### src/rtl/pipe_ctrl.sv
// Pipeline control for the IF/ID/EX/MEM integer pipeline: stall/flush arbitration,
// exception capture and redirect. Optional IRQ sampling enabled by PIPE_CTRL_IRQ_EN.
module pipe_ctrl #(
  parameter logic [29:0] EXP_VECTOR = 30'h0
) (
  input  logic        cpu_clk,
  input  logic        cpu_rst,
  input  logic        if_busy,
  input  logic        ld_hazard,
  input  logic        mem_busy,
  input  logic        mem_en,
  input  logic [29:0] mem_pc,
  input  logic [1:0]  mem_ctrl_op,
  input  logic [31:0] mem_wr_data,
  input  logic [2:0]  mem_exp_code,
  input  logic        irq,
  output logic        if_stall,
  output logic        id_stall,
  output logic        ex_stall,
  output logic        mem_stall,
  output logic        if_flush,
  output logic        id_flush,
  output logic        ex_flush,
  output logic        mem_flush,
  output logic [29:0] new_pc,
  output logic [29:0] epc,
  output logic [2:0]  exp_code,
  output logic        int_en
);

  typedef enum logic {RUN = 1'b0, REDIRECT = 1'b1} state_t;

  localparam logic [1:0] OP_WRCR = 2'd1;
  localparam logic [1:0] OP_EXRT = 2'd2;

  state_t      r_state, w_state_nxt;
  logic [29:0] r_new_pc, r_epc;
  logic [2:0]  r_exp_code;
  logic        r_int_en, r_pre_int_en;
  logic        w_irq_take;
  logic        w_mem_ok, w_take_exp, w_take_ert, w_take_wr;
  logic [2:0]  w_cap_code;
  logic        w_unused_wr;

  assign w_unused_wr = ^mem_wr_data[31:1];

`ifdef PIPE_CTRL_IRQ_EN
  logic r_irq_s1, r_irq_s2;

  always_ff @(posedge cpu_clk or posedge cpu_rst) begin
    if (cpu_rst) begin
      r_irq_s1 <= 1'b0;
      r_irq_s2 <= 1'b0;
    end else begin
      r_irq_s1 <= irq;
      r_irq_s2 <= r_irq_s1;
    end
  end

  assign w_irq_take = r_irq_s2 & r_int_en;
`else
  logic w_unused_irq;
  assign w_unused_irq = irq;
  assign w_irq_take   = 1'b0;
`endif

  // MEM events only count in RUN and once the bus access has completed.
  assign w_mem_ok   = (r_state == RUN) & mem_en & ~mem_busy;
  assign w_take_exp = w_mem_ok & ((mem_exp_code != 3'd0) | w_irq_take);
  assign w_take_ert = w_mem_ok & ~w_take_exp & (mem_ctrl_op == OP_EXRT);
  assign w_take_wr  = w_mem_ok & ~w_take_exp & (mem_ctrl_op == OP_WRCR);

  always_comb begin
    w_cap_code = mem_exp_code;
    if (mem_exp_code == 3'd7) w_cap_code = 3'd2;
    else if (mem_exp_code == 3'd0) w_cap_code = 3'd1;
  end

  always_comb begin
    w_state_nxt = r_state;
    if_stall  = 1'b0;
    id_stall  = 1'b0;
    ex_stall  = 1'b0;
    mem_stall = 1'b0;
    if_flush  = 1'b0;
    id_flush  = 1'b0;
    ex_flush  = 1'b0;
    mem_flush = 1'b0;
    case (r_state)
      RUN: begin
        if (w_take_exp || w_take_ert) w_state_nxt = REDIRECT;
        if (mem_busy) begin
          if_stall  = 1'b1;
          id_stall  = 1'b1;
          ex_stall  = 1'b1;
          mem_stall = 1'b1;
        end else if (ld_hazard) begin
          if_stall = 1'b1;
          id_stall = 1'b1;
          ex_flush = 1'b1;
        end else if (if_busy) begin
          if_stall = 1'b1;
          id_flush = 1'b1;
        end
      end
      REDIRECT: begin
        w_state_nxt = RUN;
        if_flush    = 1'b1;
        id_flush    = 1'b1;
        ex_flush    = 1'b1;
        mem_flush   = 1'b1;
      end
      default: w_state_nxt = RUN;
    endcase
    // Outputs read as idle while reset is held, whatever the hazard inputs do.
    if (cpu_rst) begin
      if_stall  = 1'b0;
      id_stall  = 1'b0;
      ex_stall  = 1'b0;
      mem_stall = 1'b0;
      if_flush  = 1'b0;
      id_flush  = 1'b0;
      ex_flush  = 1'b0;
      mem_flush = 1'b0;
    end
  end

  always_ff @(posedge cpu_clk or posedge cpu_rst) begin
    if (cpu_rst) begin
      r_state      <= RUN;
      r_new_pc     <= 30'h0;
      r_epc        <= 30'h0;
      r_exp_code   <= 3'd0;
      r_int_en     <= 1'b0;
      r_pre_int_en <= 1'b0;
    end else begin
      r_state <= w_state_nxt;
      if (w_take_exp) begin
        r_epc        <= mem_pc;
        r_exp_code   <= w_cap_code;
        r_pre_int_en <= r_int_en;
        r_int_en     <= 1'b0;
        r_new_pc     <= EXP_VECTOR;
      end else if (w_take_ert) begin
        r_new_pc <= r_epc;
        r_int_en <= r_pre_int_en;
      end else if (w_take_wr) begin
        r_int_en <= mem_wr_data[0];
      end
    end
  end

  assign new_pc   = r_new_pc;
  assign epc      = r_epc;
  assign exp_code = r_exp_code;
  assign int_en   = r_int_en;

endmodule

### config.mk
export PLATFORM = sky130hd
export DESIGN_NAME = pipe_ctrl
export DESIGN_NICKNAME = d
export VERILOG_FILES = /design/src/rtl/pipe_ctrl.sv
export SDC_FILE = /design/constraint.sdc
export NUM_CORES = 1
export LEC_CHECK = 0
export ABC_CLOCK_PERIOD_IN_PS = 3650
export CAP_MARGIN = 10
export CORE_UTILIZATION = 35
export CTS_CLUSTER_SIZE = 12
export DETAILED_ROUTE_END_ITERATION = 10
export PLACE_DENSITY = 0.74
export SLEW_MARGIN = 20
export SYNTH_ARGS = -nofsm -noshare
export SYNTH_HDL_FRONTEND = slang
export SYNTH_SLANG_ARGS = --single-unit
export TNS_END_PERCENT = 5
### constraint.sdc
create_clock -name cpu_clk -period 3.65 [get_ports cpu_clk]
set_input_delay 0.5475 -clock cpu_clk [delete_from_list [all_inputs] [get_ports cpu_clk]]
set_output_delay 0.5475 -clock cpu_clk [all_outputs]
set_load 0.1 [all_outputs]
# Word-level counts from Yosys, hierarchy flattened
# Index checks and enable logic that the tools add are counted.
word_totals:
  reg_bits: 66
  input_bits: 74
  wordCells: 53
op_classes:
  eq_ne: 3
  mux: 30
  n_bitwise: 9
  reduce_logical: 5
ops:
  columns: ["op", "count"]
  rows:
  - ["$mux 30", 2]
  - ["$mux 1", 23]
  - ["$and 1x1->1", 6]
  - ["$mux 3", 2]
  - ["$pmux 1 s2", 3]
  - ["$reduce_bool 3->1", 2]
  - ["$eq 3x3->1 const B", 1]
  - ["$logic_not 3->1", 1]
  - ["$not 1->1", 3]
  - ["$eq 2x1->1 const B", 1]
  - ["$eq 2x2->1 const B", 1]
  - ["$reduce_bool 2->1", 1]
  - ["$logic_or 1x1->1", 1]

# Longest topological paths before layout
depth:
  word_depth: 10
  mapped_depth: 7

# Worst setup path after synthesis
# OpenSTA, ideal clock, no wires.
synth_timing:
  kind: "input to output"
  from: "input cpu_rst"
  to: "output mem_stall"
  t_arrival_ns: 3.227
  required_ns: 3.102
  setup_slack_ns: -0.124
  path_stages: 2
  path_buffers: 1
  cell_sequence: "nor3_1 buf_4"
synth_via:
  elab_chain_len: 1
synth_rtl:
  columns: ["item", "line_no", "rtl"]
  rows:
  - ["from (decl)", "7", "input logic cpu_rst,"]
  - ["$mux 1", "116", "if (cpu_rst) begin"]
  - ["to (decl)", "20", "output logic mem_stall,"]
# No other way between the ends.

# Final worst setup path
layout_timing:
  from: "register r_epc[19], in the netlist epc[19]"
  to: "output epc[19]"
layout_lines:
  columns: ["item", "line_no", "rtl"]
  rows:
  - ["from (decl)", "37", "logic [29:0] r_new_pc, r_epc;"]
  - ["from (signal assigned)", "139", "r_epc <= mem_pc;"]
  - ["to (decl)", "26", "output logic [29:0] epc,"]
# No word-level cell between the ends.

==> results.ini <==
[status]
outcome = completed

[clocking]
numCtsBuffers = 9
htreeDepth = 3
post_cts_resize_count = 0
root_buffer = clkbuf_8
cts_hold_buf = 0
path_clk_slew_ps = 70
cts.sinks = 66
clk_latency_ps = 330
cts_buffer_depth = 2
cts_tree = yes
cts_setup_buffers = 0

[job]
max_cap_viol_count = 0

[min_path]
hold_path.class = flip-flop to flip-flop
min_delay_worst_endpoint = r_pre_int_en$_DFFE_PP0P_
min_from = r_pre_int_en$_DFFE_PP0P_
whs_path_depth = 2

[global_route]
grt-ovfl-total = 0
grt_pass1_vias = 2141
grt_max_degree = 67
antenna_found_initial = 0
grt_first_pass_wirelength_um = 10380
gr-usage-all-layers_pct = 17.62

[synth]
ys_seq_elements = 66
syn_nets = 316
synth_area_sq_mm = 0.002626
syn_area_per_cell_sq_um = 10.85
synthCells = 242
synth_warnings = 0
netlist-cell-type-count = 23
yosysSeqAreaShare_pct = 62.89

[placement]
dp_slack_ps = 935.1
io_buffers = 113
place.gp.congestion = 0.6744
dp_hpwl_um = 4316

[floorplan]
ios = 146
die_width_um = 88.63
coreArea_sq_mm = 0.007253
die_h_um = 88.63
dieArea_sq_mm = 0.007854
rows = 31
start_util_pct = 36.21

[finish]
ff_latch_area_sq_mm = 0.001652
nets = 428
final_cell_mix = 105 x clkdlybuf4s50_1, 97 x nand2_1, 66 x dfrtp_1, 26 x a22o_1
drive_above_1_share_pct = 9.192
area_growth_pct = 51.74
layout_commonest_cell = clkdlybuf4s50_1
fin_util_pct = 54.94
multi_input_area_sq_um = 839.6
diodes = 0
fill_cells = 639

[timing]
holdWs_ps = 486.4
rsz0062_at_grt = false
post-route-period-util_pct = 66.57
final.min_clock_period_ps = 2430
relSlewSlack_pct = 33.83
setup_viol = 0
fin_skew_ps = 4.307
fin_tns_setup_ps = 0
slew_viol_final = 0
tightest_slew_ps = 989.4
setup_ws_ps = 1220
max_clock_freq_mhz = 411.5
final_hold_viol_count = 0

[pwr]
powerDensity_mw_per_mm2 = 596.9
max-vdd-ir-drop_mv = 0.3134
power_mw = 2.379
total_leakage_power_nw = 1.873

[setup_path]
cp-start-kind = flip-flop
r2r_start = r_state$_DFF_PP0_
crit_family = buffers and inverters
crit_path_max_fanout = 3
arrival_ps = 1880
cp_data_required_time_ps = 3100
path_cells = clkdlybuf4s50_1
worst_r2r_endpoint = new_pc[19]$_DFFE_PP0P_
r2r_setup_slack_ps = 1560
path_class = flip-flop to output port
cp-end-kind = output port
crit_buf_inv = 1
ff2ff_path_depth = 4
critPathSlowestCell = clkdlybuf4s50_1
slowest_delay_ps = 1160

[routing]
drt-initial-drc-count = 111
first_pass_iters = 4
wl_per_cell_um = 14.29
antenna_left = 0
drc = 0
vias = 2132
wirelength_um = 6543
drt-vias-per-instance = 4.655

[worst max-delay path by stage]
stage | depth (start not counted) | slack, ps | startpoint | to
floorplan | 2 | 490 | ld_hazard | id_stall
global placement | 5 | 950 | mem_exp_code[2] | new_pc[28]$_DFFE_PP0P_
detailed placement | 5 | 940 | mem_exp_code[2] | new_pc[28]$_DFFE_PP0P_
CTS | 1 | 1200 | epc[19]$_DFFE_PP0P_ | epc[19]
global route | 5 | 1170 | mem_exp_code[2] | new_pc[28]$_DFFE_PP0P_
finish | 1 | 1220 | epc[19]$_DFFE_PP0P_ | epc[19]
[cell usage after synthesis, drive strengths merged]
cell,count,area [sq um]
a21oi,2,10.01
o21ai,3,15.01
a22o,26,227.7
dfrtp,66,1652
nor2b,1,6.260
or3,1,6.260
clkbuf,3,11.26
o31ai,1,12.51
xor2,1,8.760
a32o,2,20.02
mux2i,6,60.06
and2,1,8.760
nor3,5,25.02
buf,13,117.6
nor3b,1,18.77
inv,3,11.26
nor2,9,41.29
and4b,1,10.01
nand2,97,364.1
[logic make-up (layout without fill, tap and decap cells)]
kind of cell	after synthesis	count (layout)	share of synthesized area, %
buffers and inverters	19	136	5.335
AO/OA/AOI/OAI	34	34	10.86
multiplexers	6	6	2.287
AND/OR/NAND/NOR	116	116	18.29
flip-flops	66	66	62.89
XOR/XNOR	1	1	0.3336
[worst register-to-register path, stage by stage, from the launching register on]
cell and delay [ps]:
dfrtp_1 470, nor3b_4 380, and4b_1 600, nor2_4 250, a22o_1 260
[sequential cells by signal, summed over array words and instances (netlist names)]
signal	flops
epc	30
new_pc	30
exp_code	3
int_en	1
r_pre_int_en	1
r_state	1
[where the power goes]
part           total [mW]  internal (mW)  switching (mW)
logic               0.896          0.205           0.691
clock network       0.619          0.352           0.267
registers           0.864          0.806          0.0580
[layout make-up]
cell class | count | area share [%]
clock buffer | 12 | 3.893
clock inverter | 4 | 1.256
inverter | 3 | 0.2826
multi-input combinational | 157 | 21.07
sequential | 66 | 41.44
tap | 99 | 3.108
timing repair buffer | 117 | 28.95
[metrics by stage]
step / area (sq um) / cells
6_report: 3985 / 458
2_1_floorplan: 2631 / 242
3_5_place_dp: 3780 / 442
3_3_place_gp: 3780 / 442
5_1_grt: 3985 / 458
4_1_cts: 3985 / 458
[layer usage]
metal	global-route usage [%]	routed length, um	vias up
met5	0	0	-
li1	-	-	1022
met4	8.358	113	0
met1	22.02	2891	1028
met3	3.825	363	10
met2	29.16	3174	72
(Power assumes the default switching activity.)
